`src/rtl/uart_reg_bridge.sv`:
```
`default_nettype none
// ============================================================================
//  Module      : uart_reg_bridge
//  Description : Serial command engine. Pops bytes from a UART rx FIFO,
//                decodes 'W' addr data / 'R' addr packets, performs one
//                register-bus access and pushes a one-byte response into
//                the UART tx FIFO. Unknown commands and inter-byte timeouts
//                bump a saturating error counter.
//  Revision    : 1.0 - initial release
// ============================================================================
module uart_reg_bridge #(
   parameter int BITS_d         = 8,
   parameter int ADDR_BITS      = 8,
   parameter int TIMEOUT_CYCLES = 1_000_000
) (
   input  logic                 clk,
   input  logic                 reset,
   input  logic [BITS_d-1:0]    r_data,
   input  logic                 rx_empty,
   output logic                 rd_uart,
   output logic [BITS_d-1:0]    w_data,
   output logic                 wr_uart,
   input  logic                 tx_full,
   output logic [ADDR_BITS-1:0] reg_addr,
   output logic [BITS_d-1:0]    reg_wdata,
   output logic                 reg_we,
   output logic                 reg_re,
   input  logic [BITS_d-1:0]    reg_rdata,
   output logic [7:0]           err_count
);

   localparam int                TCNT_W    = $clog2(TIMEOUT_CYCLES + 1);
   localparam logic [TCNT_W-1:0] c_TIMEOUT = TCNT_W'(TIMEOUT_CYCLES);
   localparam logic [BITS_d-1:0] c_CMD_WR  = BITS_d'(8'h57);  // 'W'
   localparam logic [BITS_d-1:0] c_CMD_RD  = BITS_d'(8'h52);  // 'R'
   localparam logic [BITS_d-1:0] c_RSP_OK  = BITS_d'(8'h4B);  // 'K'
   localparam logic [BITS_d-1:0] c_RSP_BAD = BITS_d'(8'h3F);  // '?'

   typedef enum logic [2:0] {
      S_IDLE     = 3'd0,
      S_POP      = 3'd1,
      S_LATCH    = 3'd2,
      S_EXEC_WR  = 3'd3,
      S_EXEC_RD  = 3'd4,
      S_RD_LATCH = 3'd5,
      S_SEND     = 3'd6
   } state_t;

   state_t                r_state;
   logic [1:0]            r_idx;      // 0 = cmd, 1 = addr, 2 = data
   logic [TCNT_W-1:0]     r_tcnt;
   logic [BITS_d-1:0]     r_cmd;
   logic [ADDR_BITS-1:0]  r_addr;
   logic [BITS_d-1:0]     r_wdata;
   logic [BITS_d-1:0]     r_resp;
   logic                  r_rd_uart;
   logic                  r_wr_uart;
   logic                  r_reg_we;
   logic                  r_reg_re;
   logic [7:0]            r_err;
   logic [7:0]            w_err_next;

   // Error counter sticks at its maximum instead of wrapping.
   assign w_err_next = (r_err == 8'hFF) ? r_err : r_err + 8'd1;

   // Packet sequencer: every output is a register updated here.
   always_ff @(posedge clk) begin
      if (reset) begin
         r_state   <= S_IDLE;
         r_idx     <= 2'd0;
         r_tcnt    <= '0;
         r_cmd     <= '0;
         r_addr    <= '0;
         r_wdata   <= '0;
         r_resp    <= '0;
         r_rd_uart <= 1'b0;
         r_wr_uart <= 1'b0;
         r_reg_we  <= 1'b0;
         r_reg_re  <= 1'b0;
         r_err     <= 8'd0;
      end else begin
         // Pop and bus strobes are single-cycle pulses by default.
         r_rd_uart <= 1'b0;
         r_reg_we  <= 1'b0;
         r_reg_re  <= 1'b0;
         case (r_state)
            S_IDLE: begin
               if (!rx_empty) begin
                  r_rd_uart <= 1'b1;
                  r_state   <= S_POP;
               end else if (r_idx != 2'd0) begin
                  // Stalled mid-packet: drop it silently once the budget is spent.
                  if (r_tcnt == c_TIMEOUT) begin
                     r_idx  <= 2'd0;
                     r_tcnt <= '0;
                     r_err  <= w_err_next;
                  end else begin
                     r_tcnt <= r_tcnt + TCNT_W'(1);
                  end
               end
            end
            S_POP: begin
               // FIFO presents the popped byte during the next cycle.
               r_state <= S_LATCH;
            end
            S_LATCH: begin
               r_tcnt <= '0;
               case (r_idx)
                  2'd0: begin
                     r_cmd <= r_data;
                     if ((r_data == c_CMD_WR) || (r_data == c_CMD_RD)) begin
                        r_idx   <= 2'd1;
                        r_state <= S_IDLE;
                     end else begin
                        r_resp    <= c_RSP_BAD;
                        r_err     <= w_err_next;
                        r_idx     <= 2'd0;
                        r_wr_uart <= !tx_full;
                        r_state   <= S_SEND;
                     end
                  end
                  2'd1: begin
                     r_addr <= r_data[ADDR_BITS-1:0];
                     if (r_cmd == c_CMD_RD) begin
                        r_reg_re <= 1'b1;
                        r_state  <= S_EXEC_RD;
                     end else begin
                        r_idx   <= 2'd2;
                        r_state <= S_IDLE;
                     end
                  end
                  default: begin
                     r_wdata  <= r_data;
                     r_reg_we <= 1'b1;
                     r_state  <= S_EXEC_WR;
                  end
               endcase
            end
            S_EXEC_WR: begin
               r_resp    <= c_RSP_OK;
               r_wr_uart <= !tx_full;
               r_state   <= S_SEND;
            end
            S_EXEC_RD: begin
               // Read data arrives one cycle after the strobe.
               r_state <= S_RD_LATCH;
            end
            S_RD_LATCH: begin
               r_resp    <= reg_rdata;
               r_wr_uart <= !tx_full;
               r_state   <= S_SEND;
            end
            S_SEND: begin
               // A high push flag means this cycle is the push itself.
               if (r_wr_uart) begin
                  r_wr_uart <= 1'b0;
                  r_idx     <= 2'd0;
                  r_state   <= S_IDLE;
               end else if (!tx_full) begin
                  r_wr_uart <= 1'b1;
               end
            end
            default: begin
               r_state <= S_IDLE;
            end
         endcase
      end
   end

   assign rd_uart   = r_rd_uart;
   assign wr_uart   = r_wr_uart;
   assign w_data    = r_resp;
   assign reg_we    = r_reg_we;
   assign reg_re    = r_reg_re;
   assign reg_addr  = r_addr;
   assign reg_wdata = r_wdata;
   assign err_count = r_err;

endmodule
`default_nettype wire

```
`config.mk`:
```
export PLATFORM = sky130hd
export DESIGN_NAME = uart_reg_bridge
export DESIGN_NICKNAME = d
export VERILOG_FILES = /design/src/rtl/uart_reg_bridge.sv
export SDC_FILE = /design/constraint.sdc
export NUM_CORES = 1
export LEC_CHECK = 0
export BUFFER_PORTS_ARGS = -buffer_cell sky130_fd_sc_hd__buf_2
export CAP_MARGIN = 5
export CELL_PAD_IN_SITES_DETAIL_PLACEMENT = 0
export CELL_PAD_IN_SITES_GLOBAL_PLACEMENT = 1
export CORE_ASPECT_RATIO = 0.75
export CORE_MARGIN = 1.5
export CORE_UTILIZATION = 41
export DETAILED_ROUTE_END_ITERATION = 10
export GPL_TIMING_DRIVEN = 0
export HOLD_SLACK_MARGIN = 0.06
export PLACE_DENSITY_LB_ADDON = 0.1
export REMOVE_ABC_BUFFERS = 1
export SETUP_SLACK_MARGIN = 0.3
export SKIP_CTS_REPAIR_TIMING = 1
export SYNTH_ARGS = -nofsm -noshare
export SYNTH_HDL_FRONTEND = slang
export SYNTH_SLANG_ARGS = --single-unit
export TNS_END_PERCENT = 30
```
`constraint.sdc`:
```
create_clock -name clk -period 2.3 [get_ports clk]
set_clock_uncertainty 0.1 [all_clocks]
set_input_delay 0.345 -clock clk [delete_from_list [all_inputs] [get_ports clk]]
set_output_delay 0.345 -clock clk [all_outputs]
set_load 0.005 [all_outputs]
```
==> results of run 1 <==
-- tightest hold or removal path, delay by kind of cell --
family,cells,cell delay (ns)
AOI/OAI and AO/OA,1,0.05
and+or+nand+nor,1,0.07
buffers and inverters,1,0.08
-- power by group through the flow --
stage | Sequential [W] | Combinational [W] | Clock, W
after floorplan | 0.00128 | 0.000125 | 0
after global placement | 0.00129 | 0.000216 | 0
after detailed placement | 0.00129 | 0.000219 | 0
after CTS | 0.00126 | 0.000220 | 0.00106
after global routing | 0.00126 | 0.000281 | 0.00112
final | 0.00126 | 0.000253 | 0.00102
-- area by class of cell --
type	count	area [um^2]	share of cell area
Multi-Input combinational cell	276	1730	0.453
Sequential cell	69	1390	0.364
Timing Repair Buffer	62	328	0.0860
Clock buffer	13	169	0.0443
Tap cell	101	126	0.0331
Clock inverter	3	42.5	0.0112
Inverter	9	33.8	0.00886
-- per-layer routing --
layer | vias up | part of all wire
li1 | 1416 | -
met1 | 1266 | 0.54
met2 | 64 | 0.39
met3 | 5 | 0.057
met4 | 0 | 0.0088
met5 | - | 0
-- per-stage QoR --
stage,area [um^2],TNS (ns),utilization,total power (W),hold slack (ns)
after global placement,3440,-15.51,0.467,0.00150,0.339
after detailed placement,3440,-15.53,0.467,0.00151,0.345
final,3810,0,0.518,0.00253,0.146
after CTS,3650,-16.13,0.495,0.00254,0.118
after floorplan,3040,0,-,0.00141,0.314
after global routing,3810,0,0.518,0.00266,0.132
-- cell families after synthesis --
kind of cell,synth area share
buffers and inverters,0.0389
DFF,0.442
xor gates and xnor gates,0.0421
AOI/OAI and AO/OA,0.126
muxes,0.0537
and+or+nand+nor,0.285
adders and majority gates,0.0120
-- cell usage in the layout, fill, tap and decap left out, types with 5 or more instances in the layout --
| master | Yosys | layout |
|---|---|---|
| sky130_fd_sc_hd__nor2b_1 | 10 | 10 |
| sky130_fd_sc_hd__dfxtp_1 | 69 | 66 |
| sky130_fd_sc_hd__mux2i_1 | 10 | 10 |
| sky130_fd_sc_hd__nor2_1 | 52 | 50 |
| sky130_fd_sc_hd__nor3_1 | 13 | 13 |
| sky130_fd_sc_hd__nor4_2 | 0 | 5 |
| sky130_fd_sc_hd__buf_4 | 0 | 7 |
| sky130_fd_sc_hd__clkbuf_8 | 0 | 12 |
| sky130_fd_sc_hd__o21ai_0 | 6 | 6 |
| sky130_fd_sc_hd__xnor2_1 | 10 | 10 |
| sky130_fd_sc_hd__xor2_1 | 5 | 5 |
| sky130_fd_sc_hd__nand2_1 | 37 | 36 |
| sky130_fd_sc_hd__inv_1 | 9 | 9 |
| sky130_fd_sc_hd__buf_2 | 7 | 55 |
| sky130_fd_sc_hd__nand4_1 | 6 | 6 |
| sky130_fd_sc_hd__a21oi_1 | 34 | 34 |
| sky130_fd_sc_hd__nand3_1 | 21 | 21 |
-- path summary, 6_finish.rpt --
check | start | end | slack (ns)
hold / removal | reg_rdata[7] | w_data[7]$_SDFFE_PP0P_ | 0.15
hold reg to reg | r_cmd[4]$_SDFFE_PP0P_ | r_cmd[4]$_SDFFE_PP0P_ | 0.35
setup reg to reg | r_tcnt[11]$_SDFFE_PP0P_ | err_count[4]$_SDFFE_PP0P_ | 0.26
setup / recovery | r_tcnt[11]$_SDFFE_PP0P_ | err_count[4]$_SDFFE_PP0P_ | 0.26
-- sequential cells by signal (all words and copies together) (netlist names), 2 cells and up --
name / count
r_tcnt: 20
err_count: 8
reg_addr: 8
w_data: 8
r_state: 3
r_cmd: 8
r_idx: 2
reg_wdata: 8
==> metrics.md, run 1 <==
| Metric | Value |
|---|---|
| Dominant cell type by area after synthesis | sky130_fd_sc_hd__dfxtp_1 |
| Count of synthesis-stage warnings from yosys | 0 |
| Violation count after the first detailed-route iteration | 123 |
| DRC errors left | 0 |
| Number of nets in the final layout | 450 |
| Data arrival, critical path | 2.16 ns |
| Final WS setup | ~0.26 ns |
| Hpwl dp | 4820 um |
| IR drop worst, VDD | roughly 0.49 mV |
| Number of nets still failing antenna checks after routing | 0 |
| Number of hold-slack violations in the final timing report | 0 |
| Fraction of power spent switching nets | 0.243 |
| Overall die area | a little over 8000 um^2 |
| Worst hold path cell count | 3 |
| Gate count after technology mapping | between 300 and 400 |
| Vias in the first global route | about 2.4k |
| Hold Path Class | input pin to flop |
| Number of inserted filler cells in the final layout | approximately 760 |
| Commonest cells post-synth | 69 x sky130_fd_sc_hd__dfxtp_1, 52 x sky130_fd_sc_hd__nor2_1, 37 x sky130_fd_sc_hd__nand2_1 |
| CTS clock-pin slew for the worst setup and hold paths | approximately 0.07 ns |
| CP required | roughly 2.4 ns |
| Critical-path maximum fanout | 8 |
| Register bit count reported by yosys | between 60 and 70 |
| Share of flip-flops with an asynchronous set or reset after synthesis | 0 |
| Initial antenna violation count | 0 |
| Starting density of the core | 0.424 |
| Total number of H-tree levels | 3 |
| Vias post-DR | ~2.8k |
| Number of standard cells in the layout, taps in and fillers out | 533 |
| Clock buffer depth | 2 |
| Syn-to-layout area delta | 22.1% |
| Finish-stage setup viols | 0 |
| Relative contribution of the clock network to total power | 0.403 |
| Most numerous cell in the Yosys netlist | sky130_fd_sc_hd__dfxtp_1 |
| GR met2 Demand/Resource | 0.261 |
| Leading register cell type out of synthesis | sky130_fd_sc_hd__dfxtp_1 |
| Kind of start point of the critical path | flop |
| Slew at the pin closest to its max-slew limit | about 1.1 ns |
| Quantity of I/O buffers inserted on ports | 55 |
| Cell depth of the worst setup path | 5 |
| Routability Congestion | 0.753 |
| Met1 Usage GRT | 0.265 |
| Global route total overflow | 0 |
| Critical Path Max Stage Delay | approximately 0.37 ns |
| GRT Max-Usage Layer | met1 |
| Final-report max-slew violation count | 0 |
| Number of enable-type register cells in the synthesized netlist | 0 |
| Result of the run | completed |
| Post-route minimum period | about 2.0 ns |
| Drt pass-1 iters | 4 |
| Cell variety after synth | 50 |
| Routed wire per std cell | 13.5 um |
| Antenna Cells | 0 |
| Met3 global-route usage | 0.0664 |
| Main area contributors after synthesis | sky130_fd_sc_hd__dfxtp_1 44%, sky130_fd_sc_hd__nor2_1 6.3%, sky130_fd_sc_hd__a21oi_1 5.4% |
| Worst slack at placement | -0.621 ns |
| Power share of the sequential group | 0.497 |
| Core outline area | about 7400 um^2 |
| Highest Clock Rate | 0.491 GHz |
| Placed cells | 510 |
| # clock sinks | 69 |
| Cell area after technology mapping | between 3000 and 4000 um^2 |
| Cells traversed along the worst timing path | nor4_2 > and3_2 > a31oi_4 > nor4b_2 > mux2_1 |
| CP bufs+invs | 0 |
| Area fraction of the dominant cell type after synthesis | 0.442 |
| Routed vias/inst | between 5 and 6 |
| Kind of critical path | flop to flop |
| Slowest CP cell | sky130_fd_sc_hd__dfxtp_1 |
| Register area share after synthesis | 0.442 |
| Total internal power | 0.00192 W |
| Category of the worst setup path capture point | flop |
| Clock buffers created by TritonCTS | 9 |
| Worst reg2reg path depth | 5 |
| P_sw | about 0.0006 W |
| Static Leakage | 1.44 nW |
| Global-route usage over all layers | 0.187 |
| Gate family responsible for the most delay along the worst path | simple AND/OR/NAND/NOR gates |
| I/O pin count | 56 |
| P per Cell Area | ~660 nW/um^2 |
| Count of standard-cell rows | 27 |
| Routed WL | 7180 um |
| Clk Latency, worst-skew pair | ~0.34 ns |
| Cell at the root of the clock tree | sky130_fd_sc_hd__clkbuf_8 |
| TritonCTS clock tree | built |
| Chip Width | just over 100 um |
| Combinational group share of total power | 0.100 |
| Relative slew slack | 0.261 |
| Height of the chip | approximately 80 um |
| Post-route fraction of the period consumed by the critical path | 0.885 |
| Maximum number of pins on one net before global-route repair | 63 |
| Wire length of the first global-routing pass | about 12000 um |
| Share of layout cells above drive strength 1 | 0.234 |
| Setup repair after global routing missed its margin | yes |
| Per-instance average area after synthesis | about 8.4 um^2 |
| Number of violations of the max-capacitance limit | 0 |
Note: power is estimated with default switching activity, not from simulation.
==> run 2: changes to the inputs <==
CORE_ASPECT_RATIO = 1.75   (was 0.75)
CORE_UTILIZATION = 43   (was 41)
CTS_BUF_LIST = sky130_fd_sc_hd__clkbuf_4 sky130_fd_sc_hd__clkbuf_8   (was default)
==> metrics.md, run 2 (synthesis results as in run 1) <==
| Metric | Value |
|---|---|
| # clock sinks | 69 |
| Hpwl dp | 5100 um |
| Number of nets still failing antenna checks after routing | 0 |
| Top register by number of flip-flops | r_tcnt |
| Violation count after the first detailed-route iteration | 85 |
| CTS clock-pin slew for the worst setup and hold paths | approximately 0.070 ns |
| Cell area after placement | 3420 um^2 |
| TritonCTS clock tree | built |
| Final-report max-slew violation count | 0 |
| Routed WL | about 7300 um |
| Post-route minimum period | 2.11 ns |
| Kind of start point of the critical path | flop |
| Post-route fraction of the period consumed by the critical path | 0.917 |
| Clock buffers created by TritonCTS | 9 |
| Count of standard-cell rows | 40 |
| Maximum number of pins on one net before global-route repair | 63 |
| Commonest non-fill, non-tap cell in the layout | sky130_fd_sc_hd__dfxtp_1 |
| Most frequent cells in the layout | 66 x sky130_fd_sc_hd__dfxtp_1, 55 x sky130_fd_sc_hd__buf_2, 50 x sky130_fd_sc_hd__nor2_1, 36 x sky130_fd_sc_hd__nand2_1, 34 x sky130_fd_sc_hd__a21oi_1 |
| Syn-to-layout area delta | 19.0% |
| DRC errors left | 0 |
| Share of layout cells above drive strength 1 | 0.225 |
| Number of standard cells in the layout, taps in and fillers out | 510 |
| Category of the worst setup path capture point | flop |
| Global route total overflow | 0 |
| Wire length of the first global-routing pass | between 10000 and 15000 um |
| Static Leakage | about 1.4 nW |
| Result of the run | completed |
| CP required | between 2 and 2.5 ns |
| Critical-path maximum fanout | 16 |
| Starting density of the core | 0.449 |
| Slew at the pin closest to its max-slew limit | around 1.1 ns |
| Final TNS setup | 0 ns |
| Number of inserted filler cells in the final layout | about 720 |
| Finish-stage setup viols | 0 |
| Total chip power | 0.00239 W |
| Quantity of I/O buffers inserted on ports | 55 |
| FF/Latch Area | about 1400 um^2 |
| Total area of multi-input combinational cells | approximately 1700 um^2 |
| Drt pass-1 iters | 5 |
| Routed wire per std cell | approximately 14 um |
| I/O pin count | 56 |
| Number of nets in the final layout | roughly 450 |
| Overall die area | 7800 um^2 |
| Core outline area | around 7000 um^2 |
| Placed cells | 493 |
| Number of hold-slack violations in the final timing report | 0 |
| Flip-flop count of the largest register, all copies and words added | 20 |
| Data arrival, critical path | about 2.3 ns |
| Clk Latency, worst-skew pair | 0.35 ns |
| Vias post-DR | 2766 |
| Total number of H-tree levels | 3 |
| Cell at the root of the clock tree | sky130_fd_sc_hd__clkbuf_8 |
| Routability Congestion | between 0.8 and 0.9 |
| Antenna Cells | 0 |
| Height of the chip | around 120 um |
| Initial antenna violation count | 0 |
| Post-route cell area | 3720 um^2 |
| Relative slew slack | 0.241 |
| P per Cell Area | ~640 nW/um^2 |
| Chip Width | slightly below 70 um |
| Vias in the first global route | 2586 |
| Setup repair after global routing missed its margin | yes |
| Clock buffer depth | 2 |
| Number of violations of the max-capacitance limit | 0 |
| Kind of critical path | flop to flop |
| Routed vias/inst | approximately 5.4 |
| Final Hold Slack | between 0.1 and 0.15 ns |
| Highest Clock Rate | between 0.4 and 0.5 GHz |
| Hold Path Class | input pin to flop |
| IR drop worst, VDD | a little over 0.4 mV |
| Global-route usage over all layers | 0.200 |
run 2: layer usage:
metal / vias to the layer above / track usage / part of all wire
met5: - / 0 / 0
met2: 45 / 0.354 / 0.53
met1: 1301 / 0.219 / 0.42
li1: 1410 / - / -
met3: 10 / 0.0495 / 0.030
met4: 0 / 0.0884 / 0.019
run 2: area by class of cell:
class,instances,share of cell area
multi-input cells,276,0.464
clock inverters,2,0.00269
well taps,84,0.0283
flip-flops and latches,69,0.373
repair buffers,58,0.0801
inverters,9,0.00909
clock buffers,12,0.0428
run 2: worst paths after layout:
check             cells after the start                         to  slack, ns                      start
setup / recovery                      5  err_count[6]$_SDFFE_PP0P_       0.19    r_state[1]$_SDFFE_PP0P_
hold / removal                        2         rd_uart$_SDFF_PP0_       0.12                   rx_empty
setup reg to reg                      5  err_count[6]$_SDFFE_PP0P_       0.19    r_state[1]$_SDFFE_PP0P_
hold reg to reg                       2  reg_wdata[6]$_SDFFE_PP0P_       0.35  reg_wdata[6]$_SDFFE_PP0P_
run 2: report_power, final:
group          switching (W)  internal (W)  leakage, nW
Clock               0.000440      0.000447       0.0915
Sequential         0.0000353       0.00123        0.559
Combinational       0.000141     0.0000945        0.748
run 2: critical path, stage by stage, from the launching register on:
cell,delay (ns)
sky130_fd_sc_hd__dfxtp_4,0.44
sky130_fd_sc_hd__or3b_1,0.36
sky130_fd_sc_hd__a31oi_1,0.29
sky130_fd_sc_hd__a31oi_4,0.12
sky130_fd_sc_hd__nor4_2,0.32
sky130_fd_sc_hd__mux2_2,0.36
run 2: per-stage QoR:
stage | setup WS [ns] | util
3_3_place_gp | -0.592 | 0.491
5_1_grt | 0.0997 | 0.534
2_1_floorplan | 0.143 | -
6_report | 0.190 | 0.534
3_5_place_dp | -0.623 | 0.491
4_1_cts | -0.628 | 0.515
